`config.mk`:
```
export PLATFORM = sky130hd
export DESIGN_NAME = fp_div_seq
export DESIGN_NICKNAME = d
export VERILOG_FILES = /design/src/rtl/fp_pkg.sv /design/src/rtl/fp_classify.sv /design/src/rtl/fp_div_seq.sv
export SDC_FILE = /design/constraint.sdc
export NUM_CORES = 1
export LEC_CHECK = 0
export ABC_AREA = 1
export CORE_ASPECT_RATIO = 0.9
export CORE_MARGIN = 5
export CORE_UTILIZATION = 55
export DETAILED_ROUTE_END_ITERATION = 16
export GPL_TIMING_DRIVEN = 0
export PLACE_DENSITY_LB_ADDON = 0.12
export SETUP_SLACK_MARGIN = 0.15
export SYNTH_ARGS = -nofsm -noshare
export SYNTH_HDL_FRONTEND = slang
export SYNTH_SLANG_ARGS = --single-unit
```
`constraint.sdc`:
```
create_clock -name clk -period 14.7 [get_ports clk]
set_clock_uncertainty 0.05 [all_clocks]
set_input_delay 2.205 -clock clk [delete_from_list [all_inputs] [get_ports clk]]
set_output_delay 2.205 -clock clk [all_outputs]
set_load 0.02 [all_outputs]
```
`src/rtl/fp_pkg.sv`:
```
// Shared binary32 definitions for the MAC datapath floating-point units.
package fp_pkg;

  localparam logic signed [9:0] BIAS    = 10'sd127;
  localparam logic signed [9:0] EXP_MAX = 10'sd255;
  localparam logic [31:0]       QNAN    = 32'h7FC00000;
  localparam logic [31:0]       POS_INF = 32'h7F800000;

  typedef enum logic [1:0] {IDLE, UNPACK, DIVIDE, NORM} div_state_e;

  typedef enum logic [1:0] {ZERO, NORMAL, INF, NAN} fp_class_e;

endpackage

```
`src/rtl/fp_classify.sv`:
```
// Splits a binary32 value into its fields and classifies it; denormals count as zero.
module fp_classify
  import fp_pkg::*;
(
  input  logic [31:0] i_val,
  output fp_class_e   o_class,
  output logic        o_sign,
  output logic [7:0]  o_exp,
  output logic [22:0] o_mant
);

  always_comb begin
    o_sign  = i_val[31];
    o_exp   = i_val[30:23];
    o_mant  = i_val[22:0];
    o_class = NORMAL;
    if (i_val[30:23] == 8'd0) begin
      o_class = ZERO;
    end else if (i_val[30:23] == 8'hFF) begin
      o_class = (i_val[22:0] == 23'd0) ? INF : NAN;
    end
  end

endmodule

```
`src/rtl/fp_div_seq.sv`:
```
// Sequential binary32 divider: radix-2 restoring mantissa division, truncating result,
// start/busy/done handshake.
module fp_div_seq
  import fp_pkg::*;
(
  input  logic        clk,
  input  logic        rst,
  input  logic        start,
  input  logic [31:0] A,
  input  logic [31:0] B,
  output logic        busy,
  output logic        done,
  output logic [31:0] result
);

  div_state_e         r_state;
  logic [31:0]        r_a;
  logic [31:0]        r_b;
  logic               r_sign;
  logic               r_special;
  logic [31:0]        r_specRes;
  logic [24:0]        r_rem;
  logic [23:0]        r_mb;
  logic [24:0]        r_q;
  logic signed [9:0]  r_exp;
  logic [4:0]         r_count;
  logic [31:0]        r_result;
  logic               r_busy;
  logic               r_done;

  fp_class_e          w_aClass;
  fp_class_e          w_bClass;
  logic               w_aSign;
  logic               w_bSign;
  logic [7:0]         w_aExp;
  logic [7:0]         w_bExp;
  logic [22:0]        w_aMant;
  logic [22:0]        w_bMant;
  logic               w_sign;
  logic               w_isSpecial;
  logic [31:0]        w_specRes;
  logic               w_ge;
  logic [24:0]        w_sub;
  logic [24:0]        w_remNext;
  logic signed [9:0]  w_normExp;
  logic [22:0]        w_normMant;
  logic [31:0]        w_normResult;

  fp_classify u_classA (
    .i_val   (r_a),
    .o_class (w_aClass),
    .o_sign  (w_aSign),
    .o_exp   (w_aExp),
    .o_mant  (w_aMant)
  );

  fp_classify u_classB (
    .i_val   (r_b),
    .o_class (w_bClass),
    .o_sign  (w_bSign),
    .o_exp   (w_bExp),
    .o_mant  (w_bMant)
  );

  // NaN-producing cases outrank infinities, which outrank zeros.
  always_comb begin
    w_sign      = w_aSign ^ w_bSign;
    w_isSpecial = 1'b1;
    w_specRes   = 32'h0;
    if (w_aClass == NAN || w_bClass == NAN ||
        (w_aClass == ZERO && w_bClass == ZERO) ||
        (w_aClass == INF && w_bClass == INF)) begin
      w_specRes = QNAN;
    end else if (w_bClass == ZERO || w_aClass == INF) begin
      w_specRes = {w_sign, POS_INF[30:0]};
    end else if (w_aClass == ZERO || w_bClass == INF) begin
      w_specRes = {w_sign, 31'h0};
    end else begin
      w_isSpecial = 1'b0;
    end
  end

  always_comb begin
    w_ge      = (r_rem >= {1'b0, r_mb});
    w_sub     = w_ge ? (r_rem - {1'b0, r_mb}) : r_rem;
    w_remNext = {w_sub[23:0], 1'b0};
  end

  // A quotient below 1.0 needs one extra left shift, paid for in the exponent.
  always_comb begin
    w_normExp    = r_q[24] ? r_exp : (r_exp - 10'sd1);
    w_normMant   = r_q[24] ? r_q[23:1] : r_q[22:0];
    w_normResult = {r_sign, w_normExp[7:0], w_normMant};
    if (w_normExp >= EXP_MAX) begin
      w_normResult = {r_sign, POS_INF[30:0]};
    end else if (w_normExp <= 10'sd0) begin
      w_normResult = {r_sign, 31'h0};
    end
  end

  always_ff @(posedge clk or posedge rst) begin
    if (rst) begin
      r_state   <= IDLE;
      r_a       <= 32'h0;
      r_b       <= 32'h0;
      r_sign    <= 1'b0;
      r_special <= 1'b0;
      r_specRes <= 32'h0;
      r_rem     <= 25'h0;
      r_mb      <= 24'h0;
      r_q       <= 25'h0;
      r_exp     <= 10'sd0;
      r_count   <= 5'd0;
      r_result  <= 32'h0;
      r_busy    <= 1'b0;
      r_done    <= 1'b0;
    end else begin
      r_done <= 1'b0;
      case (r_state)
        IDLE: begin
          if (start) begin
            r_a     <= A;
            r_b     <= B;
            r_busy  <= 1'b1;
            r_state <= UNPACK;
          end
        end
        UNPACK: begin
          r_sign    <= w_sign;
          r_special <= w_isSpecial;
          r_specRes <= w_specRes;
          if (w_isSpecial) begin
            r_state <= NORM;
          end else begin
            r_rem   <= {2'b01, w_aMant};
            r_mb    <= {1'b1, w_bMant};
            r_exp   <= $signed({2'b00, w_aExp}) - $signed({2'b00, w_bExp}) + BIAS;
            r_count <= 5'd24;
            r_q     <= 25'h0;
            r_state <= DIVIDE;
          end
        end
        DIVIDE: begin
          r_q[r_count] <= w_ge;
          r_rem        <= w_remNext;
          if (r_count == 5'd0) begin
            r_state <= NORM;
          end else begin
            r_count <= r_count - 5'd1;
          end
        end
        NORM: begin
          r_result <= r_special ? r_specRes : w_normResult;
          r_done   <= 1'b1;
          r_busy   <= 1'b0;
          r_state  <= IDLE;
        end
        default: r_state <= IDLE;
      endcase
    end
  end

  assign busy   = r_busy;
  assign done   = r_done;
  assign result = r_result;

endmodule

```
Word-level counts from Yosys, hierarchy flattened:

Index checks and enable logic that the tools add are counted.
W data, S select, Z words.

* bitwise gates (word level): 2
* reduce and logical (&&, ||, !) cells: 24
* $add $sub $neg: 5
* mux-type cells: 35
* eq/ne operators: 13
* order comparisons: 5

Operators by type and width (number)
* $mux W32: 4
* $pmux W25 S2: 2
* $mux W31: 2
* $mux W25: 2
* $logic_not A23 Y1: 2
* $bwmux W25: 1
* $ge A25 B24 Y1: 1
* $mux W24: 1
* $sub A24 B24 Y24: 1
* $mux W23: 1
* $eq A8 B8 Y1 const B: 2
* $logic_not A8 Y1: 2
* $eq A2 B2 Y1 const B: 6
* $mux W2: 6
* $add A9 B8 Y10 const B: 1
* $ge A10 B9 Y1 const B: 1
* $le A10 B1 Y1 const B: 1
* $mux W10: 1
* $mux W5: 2
* $pmux W5 S2: 1
* $reduce_and A2 Y1: 5
* $sub A10 B2 Y10 const B: 1
* $mux W1: 9
* $sub A8 B8 Y9: 1
* 16 further kinds: 28

* register bits: 223
* bits of input ports: 67

Depth between registers and ports, before layout:

* depth after elaboration: 11
* gate-level depth with buffers: 18

Modules after synthesis:

From an unflattened synthesis, not the netlist that was laid out.

* cells, all modules: 1722
* area, all modules: 12172.9 sq um

By module, submodules not included
* fp_div_seq: seq. area each 4854.7 sq um, area an instance 11374.7 sq um, instances 1, cells an instance 1576
* fp_classify: seq. area each 0.0 sq um, area an instance 399.1 sq um, instances 2, cells an instance 73

Worst setup path after synthesis:

OpenSTA, ideal clock, no wires.

* kind: input-to-reg
* from: input start
* to: register r_a[23]
* setup slack: 11.599 ns
* data arrival time: 2.968 ns
* path buffers: 2
* setup time: 0.083 ns
* cell stages on the path: 6
* required time: 14.567 ns
* cell sequence: nand2_1 inv_1 clkbuf_1 clkbuf_1 nand2_1 o21ai_0

* longest elaborated chain between the ends: 1

RTL lines
* start: declaration: line fp_div_seq.sv:8 `input logic start,`
* $reduce_and A2 Y1 (no source line)
* end signal: assignment: line fp_div_seq.sv:104 `r_a <= 32'h0;`
* end signal: assignment: line fp_div_seq.sv:122 `r_a <= A;`
* end: declaration: line fp_div_seq.sv:17 `logic [31:0] r_a;`

No other way between the ends.
A chain may end at the register's enable or synchronous reset.

Final worst setup path:

* from: register r_result[27], in the netlist result[27]
* to: output result[27]

RTL lines
* start: declaration: line fp_div_seq.sv:27 `logic [31:0] r_result;`
* start signal: assignment: line fp_div_seq.sv:153 `r_result <= r_special ? r_specRes : w_normResult;`
* end: declaration: line fp_div_seq.sv:13 `output logic [31:0] result`

No word-level cell between the ends.

==> summary.txt <==
STA
  – WHS: 0.417 ns
  – Tmin final: 3.78 ns
  – RSZ-0062 raised after global routing: false
  – F_max: 265 MHz
  – Slew @ Worst Pin: 0.722 ns
  – Period Utilization, post-route: 0.257
  – Final setup fails: 0
  – Normalized max-slew margin: 0.514
  – Final Max Slew Viols: 0
  – Fin. Hold Viols: 0
  – Setup TNS: 0 ns

Clocking
  – Hold-fix buffers, CTS: 0
  – Num CTS Buffers: 17
  – Deepest clock path buffer count: 2
  – Post-CTS Setup Bufs: 0
  – Sink Count: 194
  – Post-cts sizing count: 0
  – CTS clk-pin slew, worst paths: 0.08 ns
  – Clock tree from TritonCTS: done
  – Clk Latency, worst-skew pair: 0.45 ns
  – CTS root buf: clkbuf_16
  – H-tree depth: 4

Critical path
  – CP Launch Point: result[27]
  – Worst Path Arrival: 1.52 ns
  – Critical path required time: 12.44 ns
  – Crit path buffers/inverters: 1
  – CP Capture Type: output port
  – Reg-to-reg endpoint: r_rem[23]
  – Worst path max stage delay: 0.64 ns
  – Worst-path maximum fanout: 2
  – Number of cells on the critical path: 1
  – Critical-path top delay cell: clkdlybuf4s50_1
  – CP top delay family: buffers and inverters
  – Crit-path cells: clkdlybuf4s50_1
  – Worst setup path end: result[27]
  – Worst Setup Start Kind: flop
  – R2R depth: 13
  – Worst R2R Setup Slack: 12.10 ns
  – FF-to-FF Start: r_mb[20]
  – Setup CP Type: flop to output port

Global route
  – Antenna violations before repair: 0
  – Total track usage: 0.273
  – Total grt overflow: 0
  – Vias in the first global route: 10.7k
  – Largest net degree at the start of global routing: 132
  – First-pass GRT wire length: 54.9 mm

Drt
  – Total Wirelength: 33.5 mm
  – Drt via density: 5.31
  – Wire length per cell: 15.4 µm
  – Via Count: 11.6k
  – Drt pass-1 iters: 6
  – Iteration-0 DRC Markers: 1126
  – DRC: 0
  – ANT nets after route: 0

Synth
  – Synth Area in XOR/XNOR: 0.0123
  – Commonest register cell after synthesis: dfrtp_1
  – Post-synthesis simple-gate area fraction: 0.355
  – Largest family of logic cells by synthesized area: simple AND/OR/NAND/NOR gates
  – Syn Inst Count: 1755
  – Syn nets: 1868
  – Post-synthesis mux area share: 0
  – Top-count cell post-synth: nand2_1
  – EDFF count, synth: 0
  – Synthesized area per cell: 6.87 µm²
  – YS warnings: 0
  – Adder-cell share of the synthesized area: 0.0490
  – Distinct cells, synth: 43
  – Area contributors post-synth: dfrtp_1 (40%), nand2_1 (21%), inv_1 (6.8%)
  – Post-synthesis compound-gate area fraction: 0.0830
  – Biggest area consumer among synthesized cells: dfrtp_1
  – #FFs+latches synth: 194
  – Seq/Total Area, Yosys: 0.403
  – Synth cell count leaders: nand2_1 (689), inv_1 (218), dfrtp_1 (194), nor2_1 (134), nand3_1 (95)
  – Netlist Area Pre-Place: 0.0121 mm²
  – FFs w/ async S/R, synth: 1.00
  – Area share of the largest cell type after synthesis: 0.403

Status
  – Status: complete, no violations

Placement
  – Port Buffers: 100
  – Placed cell count: 2147
  – GPL Wtd Cong: 0.936
  – Post-DP HPWL: 25.8 mm

Hold path
  – Min-delay worst type: flop to flop

Cells and area
  – Layout filler cell count: 2002
  – Area grow syn2layout: 16.8%
  – Cell Count, Final, Fillers Out: 2179
  – Ant. Diodes: 0
  – Final nets: 1988
  – Proportion of layout cells with a drive suffix above 1: 0.0535

Floorplan
  – Die W: 166 µm
  – Die ar.: 0.0250 mm²
  – Die Y: 150 µm
  – Starting Density: 0.558
  – # rows: 51
  – IO Count: 101
  – Core footprint: 0.0216 mm²

Run
  – Max-cap viol count: 0

Power
  – Pwr Density: 258 mW/mm²
  – Maximum vdd ir drop: 118 µV
  – P_leak: 0.00740 µW
[worst min path at each step]
stage / startpoint / end / slack [ns] / cells past startpoint
2_1_floorplan: r_mb[23] / r_mb[23] / 0.38 / 2
4_1_cts: r_mb[23] / r_mb[23] / 0.41 / 2
3_5_place_dp: r_mb[23] / r_mb[23] / 0.39 / 2
5_1_grt: r_mb[23] / r_mb[23] / 0.45 / 2
6_report: r_mb[23] / r_mb[23] / 0.42 / 2
3_3_place_gp: r_mb[23] / r_mb[23] / 0.39 / 2
[kinds of logic (layout without fill, tap and decap cells)]
family | after synthesis | count (layout)
AND/OR/NAND/NOR | 1022 | 1022
buffers and inverters | 294 | 427
flip-flops | 194 | 194
AO/OA/AOI/OAI | 182 | 182
adder cells (fa/ha/maj) | 46 | 46
XOR/XNOR | 17 | 17
[through the flow]
stage	instance area, µm²	total power, µW	util	setup slack [ns]
global placement	13400	3050	0.621	4.67
CTS	14100	3600	0.651	10.91
global route	14100	3970	0.651	10.81
finish	14100	3640	0.651	10.92
floorplan	12100	2480	-	7.16
detailed placement	13500	3100	0.622	10.50
[sequential cells by signal (all words and copies together) (netlist names), 2 cells and up]
| signal | cells |
|---|---|
| r_exp | 10 |
| result | 32 |
| r_count | 5 |
| r_b | 32 |
| r_mb | 24 |
| r_rem | 25 |
| r_specRes | 3 |
| r_state | 2 |
| r_q | 25 |
| r_a | 32 |
[per-layer routing]
layer	wire [µm]	GRT usage
met1	15700	0.409
met2	14500	0.425
met3	2760	0.0362
met4	537	0.0614
met5	0	0
[where the power goes]
group          total [µW]  switching [µW]  internal, µW
registers             893             154           739
logic                2250            1500           759
clock network         487             252           235
[layout by cell type (no fill, tap or decap), types with 4 or more instances in the layout]
cell,n
clkbuf_16,17
nor2_2,6
o21ai_0,87
buf_1,6
clkbuf_1,36
buf_6,4
inv_1,217
nand3_1,95
nand4_1,61
nand2_2,5
or2_2,4
ha_1,44
nor3_1,5
o21ai_2,10
o21ai_1,31
xnor2_1,6
clkinv_8,6
dfrtp_1,194
nand2_1,689
inv_2,6
nand3b_1,7
o21a_1,12
nor2_1,134
xor2_1,11
buf_2,13
buf_4,9
clkdlybuf4s50_1,100
a21oi_1,31
[cell type report]
class                      instances  area (µm²)  area share
timing repair buffer             101        1030      0.0730
multi-input combinational       1267        6020       0.427
sequential                       194        4850       0.345
buffer                            68         335      0.0238
clock buffer                      17         425      0.0302
tap                              291         364      0.0258
clock inverter                    15         200      0.0142
inverter                         226         858      0.0609
(Power assumes the default switching activity.)
